**src/rtl/det_4x4_seq.sv**
```systemverilog
// det_4x4_seq: sequential 4x4 signed determinant using a single shared multiplier.
// Rows 3-4 give six 2x2 minors, row 2 folds them into four 3x3 cofactor minors,
// and row 1 combines those into the final determinant. The whole job takes 28 cycles.
module det_4x4_seq #(
    parameter int ACC_W = 40
) (
    input  logic                    clk,
    input  logic                    rst_n,
    input  logic                    in_valid,
    output logic                    in_ready,
    input  logic [127:0]            A,
    input  logic                    abort,
    output logic                    out_valid,
    input  logic                    out_ready,
    output logic [7:0]              det,
    output logic signed [ACC_W-1:0] det_full,
    output logic                    overflow_flag,
    output logic                    busy
);

    localparam int MIN_W = 17;  // |2x2 minor| <= 2*128*128
    localparam int COF_W = 27;  // |3x3 minor| <= 3*128*2^15

    // Entry indices in row-major order: rows (a b c d)(e f g h)(i j k l)(m n o p).
    localparam int EA = 0,  EB = 1,  EC = 2,  ED = 3;
    localparam int EE = 4,  EF = 5,  EG = 6,  EH = 7;
    localparam int EI = 8,  EJ = 9,  EK = 10, EL = 11;
    localparam int EM = 12, EN = 13, EO = 14, EP = 15;

    typedef enum logic [2:0] {S_IDLE, S_MIN2, S_MIN3, S_FINAL, S_DONE} state_t;
    typedef enum logic [1:0] {DST_NONE, DST_MIN, DST_COF, DST_DET} dst_t;

    state_t                    r_state;
    state_t                    w_next;
    logic [4:0]                r_step;
    logic [127:0]              r_mat;
    logic signed [MIN_W-1:0]   r_minor [6];
    logic signed [COF_W-1:0]   r_cof   [4];
    logic signed [ACC_W-1:0]   r_acc;
    logic signed [ACC_W-1:0]   r_det_full;
    logic                      r_ovf;

    logic signed [7:0]         w_e [16];
    logic signed [7:0]         w_op8;
    logic signed [ACC_W-1:0]   w_opw;
    logic                      w_neg;
    logic                      w_first;
    dst_t                      w_dst;
    logic [2:0]                w_idx;
    logic signed [ACC_W-1:0]   w_prod;
    logic signed [ACC_W-1:0]   w_base;
    logic signed [ACC_W-1:0]   w_sum;
    logic                      w_ovf;
    logic                      w_accept;
    logic                      w_compute;
    logic                      w_abort_now;

    function automatic logic signed [ACC_W-1:0] sx8(input logic signed [7:0] x);
        return {{(ACC_W-8){x[7]}}, x};
    endfunction

    function automatic logic signed [ACC_W-1:0] sxm(input logic signed [MIN_W-1:0] x);
        return {{(ACC_W-MIN_W){x[MIN_W-1]}}, x};
    endfunction

    function automatic logic signed [ACC_W-1:0] sxc(input logic signed [COF_W-1:0] x);
        return {{(ACC_W-COF_W){x[COF_W-1]}}, x};
    endfunction

    assign w_accept    = in_valid && (r_state == S_IDLE);
    assign w_compute   = (r_state == S_MIN2) || (r_state == S_MIN3) || (r_state == S_FINAL);
    assign w_abort_now = abort && w_compute;

    // Split the captured matrix into its sixteen signed entries.
    always_comb begin
        for (int k = 0; k < 16; k++) begin
            w_e[k] = r_mat[127-8*k -: 8];
        end
    end

    // Per-step schedule: operands, sign of the term, start of a new sum, and destination.
    always_comb begin
        // NOTE: every output of this block gets a default first, so no step leaves a latch behind.
        w_op8   = '0;
        w_opw   = '0;
        w_neg   = 1'b0;
        w_first = 1'b0;
        w_dst   = DST_NONE;
        w_idx   = '0;
        case (r_step)
            // 2x2 minors of rows 3-4
            5'd0 : begin w_op8 = w_e[EJ]; w_opw = sx8(w_e[EO]); w_first = 1'b1; end
            5'd1 : begin w_op8 = w_e[EK]; w_opw = sx8(w_e[EN]); w_neg = 1'b1; w_dst = DST_MIN; w_idx = 3'd0; end
            5'd2 : begin w_op8 = w_e[EJ]; w_opw = sx8(w_e[EP]); w_first = 1'b1; end
            5'd3 : begin w_op8 = w_e[EL]; w_opw = sx8(w_e[EN]); w_neg = 1'b1; w_dst = DST_MIN; w_idx = 3'd1; end
            5'd4 : begin w_op8 = w_e[EK]; w_opw = sx8(w_e[EP]); w_first = 1'b1; end
            5'd5 : begin w_op8 = w_e[EL]; w_opw = sx8(w_e[EO]); w_neg = 1'b1; w_dst = DST_MIN; w_idx = 3'd2; end
            5'd6 : begin w_op8 = w_e[EI]; w_opw = sx8(w_e[EO]); w_first = 1'b1; end
            5'd7 : begin w_op8 = w_e[EK]; w_opw = sx8(w_e[EM]); w_neg = 1'b1; w_dst = DST_MIN; w_idx = 3'd3; end
            5'd8 : begin w_op8 = w_e[EI]; w_opw = sx8(w_e[EP]); w_first = 1'b1; end
            5'd9 : begin w_op8 = w_e[EL]; w_opw = sx8(w_e[EM]); w_neg = 1'b1; w_dst = DST_MIN; w_idx = 3'd4; end
            5'd10: begin w_op8 = w_e[EI]; w_opw = sx8(w_e[EN]); w_first = 1'b1; end
            5'd11: begin w_op8 = w_e[EJ]; w_opw = sx8(w_e[EM]); w_neg = 1'b1; w_dst = DST_MIN; w_idx = 3'd5; end
            // 3x3 cofactor minors: M1 = f*m2 - g*m1 + h*m0, M2 = e*m2 - g*m4 + h*m3,
            // M3 = e*m1 - f*m4 + h*m5, M4 = e*m0 - f*m3 + g*m5
            5'd12: begin w_op8 = w_e[EF]; w_opw = sxm(r_minor[2]); w_first = 1'b1; end
            5'd13: begin w_op8 = w_e[EG]; w_opw = sxm(r_minor[1]); w_neg = 1'b1; end
            5'd14: begin w_op8 = w_e[EH]; w_opw = sxm(r_minor[0]); w_dst = DST_COF; w_idx = 3'd0; end
            5'd15: begin w_op8 = w_e[EE]; w_opw = sxm(r_minor[2]); w_first = 1'b1; end
            5'd16: begin w_op8 = w_e[EG]; w_opw = sxm(r_minor[4]); w_neg = 1'b1; end
            5'd17: begin w_op8 = w_e[EH]; w_opw = sxm(r_minor[3]); w_dst = DST_COF; w_idx = 3'd1; end
            5'd18: begin w_op8 = w_e[EE]; w_opw = sxm(r_minor[1]); w_first = 1'b1; end
            5'd19: begin w_op8 = w_e[EF]; w_opw = sxm(r_minor[4]); w_neg = 1'b1; end
            5'd20: begin w_op8 = w_e[EH]; w_opw = sxm(r_minor[5]); w_dst = DST_COF; w_idx = 3'd2; end
            5'd21: begin w_op8 = w_e[EE]; w_opw = sxm(r_minor[0]); w_first = 1'b1; end
            5'd22: begin w_op8 = w_e[EF]; w_opw = sxm(r_minor[3]); w_neg = 1'b1; end
            5'd23: begin w_op8 = w_e[EG]; w_opw = sxm(r_minor[5]); w_dst = DST_COF; w_idx = 3'd3; end
            // Final expansion along row 1: a*M1 - b*M2 + c*M3 - d*M4
            5'd24: begin w_op8 = w_e[EA]; w_opw = sxc(r_cof[0]); w_first = 1'b1; end
            5'd25: begin w_op8 = w_e[EB]; w_opw = sxc(r_cof[1]); w_neg = 1'b1; end
            5'd26: begin w_op8 = w_e[EC]; w_opw = sxc(r_cof[2]); end
            5'd27: begin w_op8 = w_e[ED]; w_opw = sxc(r_cof[3]); w_neg = 1'b1; w_dst = DST_DET; end
            default: ;
        endcase
    end

    // The single shared multiplier and the running signed accumulation.
    assign w_prod = sx8(w_op8) * w_opw;
    assign w_base = w_first ? '0 : r_acc;
    assign w_sum  = w_neg ? (w_base - w_prod) : (w_base + w_prod);
    // Outside -128..127 exactly when the bits above bit 6 are not a pure sign extension.
    assign w_ovf  = ~((&w_sum[ACC_W-1:7]) | ~(|w_sum[ACC_W-1:7]));

    // State register.
    always_ff @(posedge clk or negedge rst_n) begin
        // NOTE: sequential state is updated only with non-blocking assignments so every flop samples pre-edge values.
        if (!rst_n) begin
            r_state <= S_IDLE;
        end else begin
            r_state <= w_next;
        end
    end

    // Next-state logic; abort beats the normal advance in every compute state.
    always_comb begin
        w_next = r_state;
        case (r_state)
            S_IDLE:  if (in_valid)              w_next = S_MIN2;
            S_MIN2:  if (abort)                 w_next = S_IDLE;
                     else if (r_step == 5'd11)  w_next = S_MIN3;
            S_MIN3:  if (abort)                 w_next = S_IDLE;
                     else if (r_step == 5'd23)  w_next = S_FINAL;
            S_FINAL: if (abort)                 w_next = S_IDLE;
                     else if (r_step == 5'd27)  w_next = S_DONE;
            S_DONE:  if (out_ready)             w_next = S_IDLE;
            default:                            w_next = S_IDLE;
        endcase
    end

    // Step counter and the visible result registers.
    always_ff @(posedge clk or negedge rst_n) begin
        if (!rst_n) begin
            r_step     <= '0;
            r_det_full <= '0;
            r_ovf      <= 1'b0;
        end else begin
            if (w_accept || w_abort_now) begin
                r_step <= '0;
            end else if (w_compute) begin
                r_step <= r_step + 5'd1;
            end
            if (w_compute && !abort && (w_dst == DST_DET)) begin
                r_det_full <= w_sum;
                r_ovf      <= w_ovf;
            end
        end
    end

    // Datapath storage: matrix capture, accumulator and intermediate minors.
    always_ff @(posedge clk) begin
        // NOTE: these registers carry no reset; each is written before it is read within a job.
        if (w_accept) begin
            r_mat <= A;
        end
        if (w_compute) begin
            r_acc <= w_sum;
            if (w_dst == DST_MIN) begin
                r_minor[w_idx] <= w_sum[MIN_W-1:0];
            end else if (w_dst == DST_COF) begin
                r_cof[w_idx[1:0]] <= w_sum[COF_W-1:0];
            end
        end
    end

    assign in_ready      = (r_state == S_IDLE);
    assign busy          = (r_state != S_IDLE);
    assign out_valid     = (r_state == S_DONE);
    assign det_full      = r_det_full;
    assign det           = r_det_full[7:0];
    assign overflow_flag = r_ovf;

endmodule

```
**config.mk**
```make
export PLATFORM = sky130hd
export DESIGN_NAME = det_4x4_seq
export DESIGN_NICKNAME = d
export VERILOG_FILES = /design/src/rtl/det_4x4_seq.sv
export SDC_FILE = /design/constraint.sdc
export NUM_CORES = 1
export LEC_CHECK = 0
export CAP_MARGIN = 20
export CORE_MARGIN = 4
export CORE_UTILIZATION = 40
export CTS_BUF_LIST = sky130_fd_sc_hd__clkbuf_2
export DETAILED_ROUTE_END_ITERATION = 8
export PLACE_DENSITY = 0.63
export SLEW_MARGIN = 40
export SYNTH_ARGS = -nofsm -noshare
export SYNTH_HDL_FRONTEND = slang
export SYNTH_SLANG_ARGS = --single-unit
```
**constraint.sdc**
```tcl
create_clock -name clk -period 10.3 [get_ports clk]
set_clock_uncertainty 0.05 [all_clocks]
set_input_delay 2.575 -clock clk [delete_from_list [all_inputs] [get_ports clk]]
set_output_delay 2.575 -clock clk [all_outputs]
set_load 0.03 [all_outputs]
```
# Word level (Yosys, flattened, before mapping)

Memory sizes are Yosys's and may differ from the RTL's.
Cells that the tools add are included.

Memories: 2
Register bits after elaboration: 217
Bits in latches: 0
Word-level logic and storage cells: 120
ROM bits: 0
Input port bits: 133
RAM bits: 210

Memory list:

| name    | words | bits a word | rd ports | clocked after Yosys merged registers in | write ports | line | RTL |
|---|---|---|---|---|---|---|---|
| r_cof   | 4     | 27          | 4        | 0                                       | 1           | 38   | `logic signed [COF_W-1:0] r_cof [4];` |
| r_minor | 6     | 17          | 6        | 0                                       | 1           | 37   | `logic signed [MIN_W-1:0] r_minor [6];` |

Multiply operators: 1
Bitwise gates (word level): 3
Equality and inequality tests: 39
Add/sub/neg operators: 3
Divide/modulo/power cells: 0
$lt $le $gt $ge: 0
Reduce and logical (&&, ||, !) cells: 40
Shift operators: 0
Muxes and demuxes: 26

Operator list:

| operator             | count |
|---|---|
| $pmux W40 S14        | 1 |
| $pmux W8 S12         | 1 |
| $mux W40             | 2 |
| $eq A5 B5 Y1 const B | 12 |
| $add A40 B40 Y40     | 1 |
| $eq A5 B4 Y1 const B | 8 |
| $mul A8 B40 Y40      | 1 |
| $sub A40 B40 Y40     | 1 |
| $reduce_or A3 Y1     | 12 |
| $reduce_and A33 Y1   | 1 |
| $reduce_or A33 Y1    | 1 |
| $pmux W3 S5          | 2 |
| $mux W3              | 8 |
| $eq A5 B3 Y1 const B | 4 |
| $reduce_or A2 Y1     | 9 |
| $reduce_or A12 Y1    | 1 |
| $reduce_or A11 Y1    | 1 |
| $eq A5 B2 Y1 const B | 2 |
| $mux W5              | 2 |
| $mux W1              | 9 |
| $ne A3 B2 Y1 const B | 3 |
| $eq A3 B2 Y1 const B | 2 |
| $pmux W2 S3          | 1 |
| $reduce_or A6 Y1     | 1 |
| 19 further kinds     | 26 |

# Depth between registers and ports, before layout

Gate-level depths: netlist of run 1.

Depth in word-level cells: 10
Mapped depth: 49
Depth with buffers taken out: 43

# Worst setup path after synthesis of run 1

No wires, ideal clock.

Path type: register -> register
From: register r_step[0]
To: register r_ovf (netlist: overflow_flag)
Arrival: 10.736 ns
Setup slack: -0.614 ns
Required time: 10.122 ns
Cell stages (with the launch flop): 40
Setup time: 0.128 ns
Cells stage by stage: dfrtp_1 > ha_1 > clkbuf_1 > and3_1 > ha_1 > o21bai_1 > a222oi_1 > nand4_1 > a221oi_1 > clkbuf_1 > nor2_1 > fa_1 > fa_1 > fa_1 > inv_1 > fa_1 > inv_1 > ha_1 > (+4 left out) > o21a_1 > o21ai_0 > a211oi_1 > nand4_1 > or3b_2 > o21ai_0 > xor2_1 > ha_1 > and2_0 > and3_1 > a221o_1 > a21o_1 > a221o_1 > a21oi_1 > and4b_1 > nor4_2 > nor4bb_1 > nor3_2

Word-level cells in the longest chain between the ends: 10
Elaborated cells on any way between the ends: 67

RTL lines:

| what                                                     | line     | RTL |
|---|---|---|
| from (decl)                                              | 35       | `logic [4:0] r_step;` |
| from (signal assigned)                                   | 170      | `r_step <= r_step + 5'd1;` |
| $eq A5 B4 Y1, or another cell as far along               | 90       | `case (r_step)` |
| $reduce_or A3 Y1 (no line), or another cell as far along | n/a      |  |
| $pmux W40 S14, or another cell as far along              | 90       |  |
| $mul A8 B40 Y40 or $mux W40 (tied branches)              | 128, 129 |  |
| $add A40 B40 Y40 or $sub A40 B40 Y40 (tied branches)     | 130      | `assign w_sum = w_neg ? (w_base - w_prod) : (w_base + w_prod);` |
| $mux W40                                                 | 130      |  |
| $reduce_or A33 Y1                                        | 132      | `assign w_ovf = ~((&w_sum[ACC_W-1:7]) \| ~(\|w_sum[ACC_W-1:7]));` |
| $not A1 Y1                                               | 132      |  |
| $or A1 B1 Y1                                             | 132      |  |
| $not A1 Y1                                               | 132      |  |
| to (signal assigned)                                     | 174      | `r_ovf <= w_ovf;` |
| to (decl)                                                | 41       | `logic r_ovf;` |

Several ways; a longest one is shown, not always the timed one.
A chain may end at the register's enable or synchronous reset.

# Worst setup path in the final report of run 1

From: register r_step[1]
To: register r_ovf (netlist: overflow_flag)

Word-level cells in the longest chain between the ends: 10
Elaborated cells on any way between the ends: 67

RTL lines:

| what                                                     | line     | RTL |
|---|---|---|
| $eq A5 B4 Y1, or another cell as far along               | 90       |  |
| $reduce_or A3 Y1 (no line), or another cell as far along | n/a      |  |
| $pmux W40 S14, or another cell as far along              | 90       |  |
| $mul A8 B40 Y40 or $mux W40 (tied branches)              | 128, 129 |  |
| $add A40 B40 Y40 or $sub A40 B40 Y40 (tied branches)     | 130      |  |
| $mux W40 (*)                                             | 130      |  |
| net w_sum[38]                                            | 52       | `logic signed [ACC_W-1:0] w_sum;` |
| $reduce_or A33 Y1                                        | 132      |  |
| $not A1 Y1                                               | 132      |  |
| $or A1 B1 Y1 (*)                                         | 132      |  |
| $not A1 Y1 (*)                                           | 132      |  |

Mark *: on every way through the listed nets, which the timed path passes. The rest lies on a longest branch.

==> flow_metrics.tcl, run 1 <==
set metrics [dict create \
    clockRootBuffer "clkbuf_2" \
    period_share 1.01 \
    drt_iter0_markers 2034 \
    grt_overflow 0 \
    failed_checks "setup timing" \
    grt_antenna_before_repair 7 \
    final_area_sq_um 38100 \
    netlist_instances 2586 \
    drv_slew 0 \
    placed_cells 4144 \
    synth_largest_area_cell "edfxtp_1" \
    nets 3810 \
    port_buffers 184 \
    crit_required_ns 11.26 \
    clock_path_buffers 3 \
    rsz0062_at_grt "true" \
    die_x_um 272 \
    drt_pass1_iterations 5 \
    drc_errors 0 \
    syn_nets 3011 \
    grt_max_degree 70 \
    synth_area_sq_um 27900 \
    die_y_um 272 \
    async_flop_share 0.115 \
    synthTopCellsByArea "edfxtp_1 (41%), fa_1 (13%), ha_1 (5.2%)" \
    cts_hold_buffers 0 \
    ios 185 \
    crit_fanout 6 \
    synth_commonest_cells "edfxtp_1 (378), inv_1 (264), nand2_1 (253)" \
    setup_ws_ns -0.0549 \
    crit_path_start_kind "flip-flop" \
    finalNonFillerCells 4414 \
    final_util 0.553 \
    hpwl_um 68500 \
    start_util 0.405 \
    end_kind "flip-flop" \
    yosysMostFrequentCell "edfxtp_1" \
    die_area_sq_um 74000 \
    grt_pass1_wl_um 138000 \
    ant_nets 0 \
    critPathBufInv 6 \
    tightest_slew_ns 0.877 \
    num_vias 23506 \
    cp.arrival_ns 11.31 \
    area_growth_pct 36.5 \
    tritoncts "yes" \
    cts-buffers-inserted 109 \
    relSlewSlack 0.416 \
    yosysWarnings 0 \
    crit_type "flip-flop to flip-flop" \
    cap_violations 0 \
    hold_path.class "flip-flop to flip-flop" \
    finalSetupViolations 2 \
    avgViaCountPerCell 5.33 \
    cp_slowest_stage_delay_ns 0.54 \
    synth_area_per_cell_sq_um 10.8 \
    synthFlopType "edfxtp_1" \
    gr-usage-all-layers 0.239 \
    synth_edf_count 378 \
    finalHoldViolCount 0 \
    final.min_clock_period_ns 10.35 \
    clock_latency_ns 1.19 \
    finalSetupTns_ns -0.107 \
    wl_per_cell_um 20.5 \
    clk_pin_slew_ns 0.11 \
    routed_wl_um 90400 \
    drive_gt1_frac 0.307 \
    critPathMostFrequentCell "fa_1" \
    grt_pass1_vias 24594 \
    yosysSeqAreaShare 0.451 \
    gp_congestion 0.942 \
    core_sq_um 68800 \
    yosysTopAreaCellShare 0.407 \
    ys_ff_latch 427 \
    crit_slowest_cell "fa_1" \
    ys_types 86 \
    num_rows 96 \
    clkSinkCount 427 \
    cts_max_level 3 \
    status "finished, violations left" \
    dpl_cell_area_sq_um 35100 \
    timing.fmax_ghz 0.0966 \
    cpLargestDelayFamily "simple AND/OR/NAND/NOR gates" \
]
-- worst register-to-register path: cells and delay by family, from the launching register on --
kind	cells	cell delay, ns
DFF	1	0.46
buffers and inverters	6	0.74
adders and majority gates	8	2.83
and+or+nand+nor	16	3.87
xor gates and xnor gates	2	0.32
AOI/OAI and AO/OA	10	1.93
-- sequential cells by signal, indices dropped and copies added (netlist names) --
signal / flops
r_mat: 128
r_cof: 108
r_minor: 102
det_full: 40
r_acc: 40
r_step: 5
r_state: 3
overflow_flag: 1
-- placed cells by master (no fill, tap or decap), types with 55 or more instances in the layout --
cell,Yosys,layout
ha_1,115,91
inv_1,264,256
a22oi_1,81,81
clkbuf_2,0,151
edfxtp_1,378,378
nor2_1,235,221
clkdlybuf4s50_1,0,183
fa_1,177,173
nand2_1,253,245
a21oi_1,103,77
buf_4,12,596
and2_1,57,55
o21ai_0,81,57
-- path summary, 6_finish.rpt --
kind | from | to | slack (ns) | depth (start not counted)
worst max-delay path | r_step[1] | overflow_flag | -0.05 | 42
worst min-delay path | det_full[15] | det_full[15] | 0.43 | 2
worst max register to register | r_step[1] | overflow_flag | -0.05 | 42
worst min register to register | det_full[15] | det_full[15] | 0.43 | 2
max in group asynchronous | rst_n | r_step[0] | 8.14 | 2
min in group asynchronous | rst_n | r_state[2] | 1.46 | 2
-- timing repair --
item | CTS | global route
hold endpoints to repair | 0 | 0
resized for setup | 141 | 147
endpoints found under the setup margin | 27 | 25
pin swaps | 49 | 88
cloned | 0 | 2
setup buffers | 28 | 31
-- layout make-up --
| cell class | instances | area, sq um |
|---|---|---|
| Fill cell | 5890 | 30800 |
| Multi-Input combinational cell | 1769 | 15300 |
| Sequential cell | 427 | 12600 |
| Timing Repair Buffer | 813 | 6900 |
| Tap cell | 931 | 1160 |
| Inverter | 265 | 998 |
| Clock buffer | 151 | 756 |
| Clock inverter | 51 | 369 |
| Antenna cell | 7 | 17.5 |
-- stage by stage --
step / hold slack [ns] / setup slack (ns)
finish: 0.435 / -0.0549
global route: 0.460 / -0.478
CTS: 0.439 / -0.0309
detailed placement: 0.414 / -0.788
global placement: 0.412 / -0.777
floorplan: 0.444 / 0.0365
-- layer usage --
layer / wire [um] / share of wire / global-route usage
met5: 0 / 0 / 0
met1: 39000 / 0.43 / 0.324
met4: 1950 / 0.022 / 0.0693
met3: 5960 / 0.066 / 0.0447
met2: 43500 / 0.48 / 0.396
-- cell families (layout without fill, tap and decap cells) --
group	Yosys count	in the layout	share of synthesized area
adder cells (fa/ha/maj)	292	292	0.179
buffers and inverters	390	1280	0.0548
multiplexers	12	12	0.00462
AND/OR/NAND/NOR	834	834	0.144
other	0	7	0
AO/OA/AOI/OAI	537	537	0.137
XOR/XNOR	94	94	0.0295
flip-flops	427	427	0.451
Power of run 1 is not shown: default switching activity piles up to over one toggle a cycle in this logic, so the estimate is an artifact.
==> run 2: changes to the inputs <==
--- a/config.mk
+++ b/config.mk
@@ -5,13 +5,13 @@
 export SDC_FILE = /design/constraint.sdc
 export NUM_CORES = 1
 export LEC_CHECK = 0
-export CAP_MARGIN = 20
 export CORE_MARGIN = 4
 export CORE_UTILIZATION = 40
 export CTS_BUF_LIST = sky130_fd_sc_hd__clkbuf_2
 export DETAILED_ROUTE_END_ITERATION = 8
 export PLACE_DENSITY = 0.63
-export SLEW_MARGIN = 40
+export RECOVER_POWER = 50
+export SLEW_MARGIN = 10
 export SYNTH_ARGS = -nofsm -noshare
 export SYNTH_HDL_FRONTEND = slang
 export SYNTH_SLANG_ARGS = --single-unit
==> run 2 against run 1 <==
The flow finishes with violations (capacitance limit, slew limit, setup timing). Sequential cell count stayed put. Hold slack worse by 0.0029 ns. Maximum frequency barely moved. Wire length decreased by 0.92%. Utilization is 0.52 points lower. Global-route usage decreased by 0.10 points. Cell count down 0.50%. Final area is 0.94% lower. Critical path type unchanged. Highest routed layer unchanged.
==> flow_metrics.tcl, run 2 (same netlist as run 1, synthesis figures left out) <==
set metrics [dict create \
    status "finished, violations left" \
    failed_checks "capacitance limit, slew limit, setup timing" \
    rsz0062_at_grt "true" \
    num_vias 23373 \
    finalSetupViolations 1 \
    wl_per_cell_um 20.4 \
    worstSetupStartpoint "r_step[4]" \
    cap_violations 7 \
    cp_slowest_stage_delay_ns 0.49 \
    cts_hold_buffers 0 \
    final_cell_mix "buf_4 (565), edfxtp_1 (378), inv_1 (255)" \
    die_x_um 272 \
    crit_slowest_cell "fa_1" \
    crit_end "det_full[39]" \
    holdWs_ns 0.432 \
    timing.fmax_ghz 0.0966 \
    die_area_sq_um 74000 \
    tightest_slew_ns 4.20 \
    finalHoldViolCount 0 \
    cp.arrival_ns 11.29 \
    routed_wl_um 89600 \
    die_y_um 272 \
    reg2reg_to "det_full[39]" \
    gr-usage-all-layers 0.238 \
    crit_path_start_kind "flip-flop" \
    num_rows 96 \
    end_kind "flip-flop" \
    area_growth_pct 35.3 \
    relSlewSlack -1.80 \
    largest_reg_flops 128 \
    final_common_cell "buf_4" \
    clockRootBuffer "clkbuf_2" \
    grt_max_degree 70 \
    drc_errors 0 \
    grt_pass1_wl_um 138000 \
    hpwl_um 68500 \
    grt_overflow 0 \
    hold_path.class "flip-flop to flip-flop" \
    nets 3794 \
    drive_gt1_frac 0.298 \
    avgViaCountPerCell 5.32 \
    gp_congestion 0.942 \
    drt_pass1_iterations 7 \
    cts-buffers-inserted 108 \
    clk_pin_slew_ns 0.10 \
    clock_path_buffers 3 \
    reg2reg_slack_ns -0.05 \
    port_buffers 184 \
    crit_required_ns 11.24 \
    final.min_clock_period_ns 10.35 \
    top_register "r_mat" \
    start_util 0.405 \
    core_sq_um 68800 \
    crit_fanout 8 \
    tritoncts "yes" \
    timing.rr.start "r_step[4]" \
    grt_pass1_vias 24586 \
    reg2reg_depth 41 \
    drv_slew 272 \
    clkSinkCount 427 \
    cts_max_level 3 \
    setup_ws_ns -0.0466 \
    critPathMostFrequentCell "buf_4" \
    drt_iter0_markers 1926 \
    grt_antenna_before_repair 7 \
    crit_type "flip-flop to flip-flop" \
    clock_latency_ns 1.17 \
    nFillCells 5953 \
    ios 185 \
    period_share 1.00 \
    ant_nets 0 \
]
run 2: area by class of cell:
cell class,instances,area [sq um],share of cell area
flip-flops and latches,427,12600,0.334
clock inverters,38,241,0.00640
inverters,265,1010,0.0267
repair buffers,798,6720,0.178
well taps,931,1160,0.0309
clock buffers,158,791,0.0210
diodes,6,15.0,0.000398
multi-input cells,1769,15200,0.403
run 2: stage by stage:
step	instance area, sq um	setup TNS (ns)	setup WS [ns]	util	cells
floorplan	28000	0	0.0365	-	2586
global placement	35100	-4.80	-0.777	0.509	4144
detailed placement	35100	-4.05	-0.775	0.510	4144
CTS	36800	-0.0189	-0.0189	0.535	4356
global route	37700	-1.16	-0.423	0.548	4392
finish	37700	-0.0466	-0.0466	0.548	4392
run 2: worst min path at each step:
stage	endpoint	slack, ns	start	depth (start not counted)
5_1_grt	det_full[25]	0.46	det_full[25]	2
3_3_place_gp	det_full[37]	0.41	det_full[37]	2
2_1_floorplan	r_state[0]	0.44	r_state[2]	1
6_report	det_full[17]	0.43	det_full[17]	2
3_5_place_dp	det_full[17]	0.41	det_full[17]	2
4_1_cts	det_full[17]	0.44	det_full[17]	2
run 2: timing repair:
action / CTS / global route
resized for setup: 134 / 174
buffers inserted: 16 / 31
pin swaps: 50 / 107
setup endpoints to repair: 23 / 25
run 2: worst max-delay path: cells and delay by family (launching register included):
kind	cells	cell delay (ns)
buffers and inverters	7	1.05
AOI/OAI and AO/OA	10	2.18
adders and majority gates	6	2.50
muxes	1	0.27
and+or+nand+nor	15	3.30
xor gates and xnor gates	2	0.36
DFF	1	0.48
run 2: routing by layer:
layer / global-route usage / wire length (um) / vias up
li1: - / - / 10874
met1: 0.327 / 39500 / 11665
met2: 0.400 / 43100 / 698
met3: 0.0336 / 4900 / 136
met4: 0.0632 / 2070 / 0
met5: 0 / 0 / -
Power of run 2 is left out for the same reason.
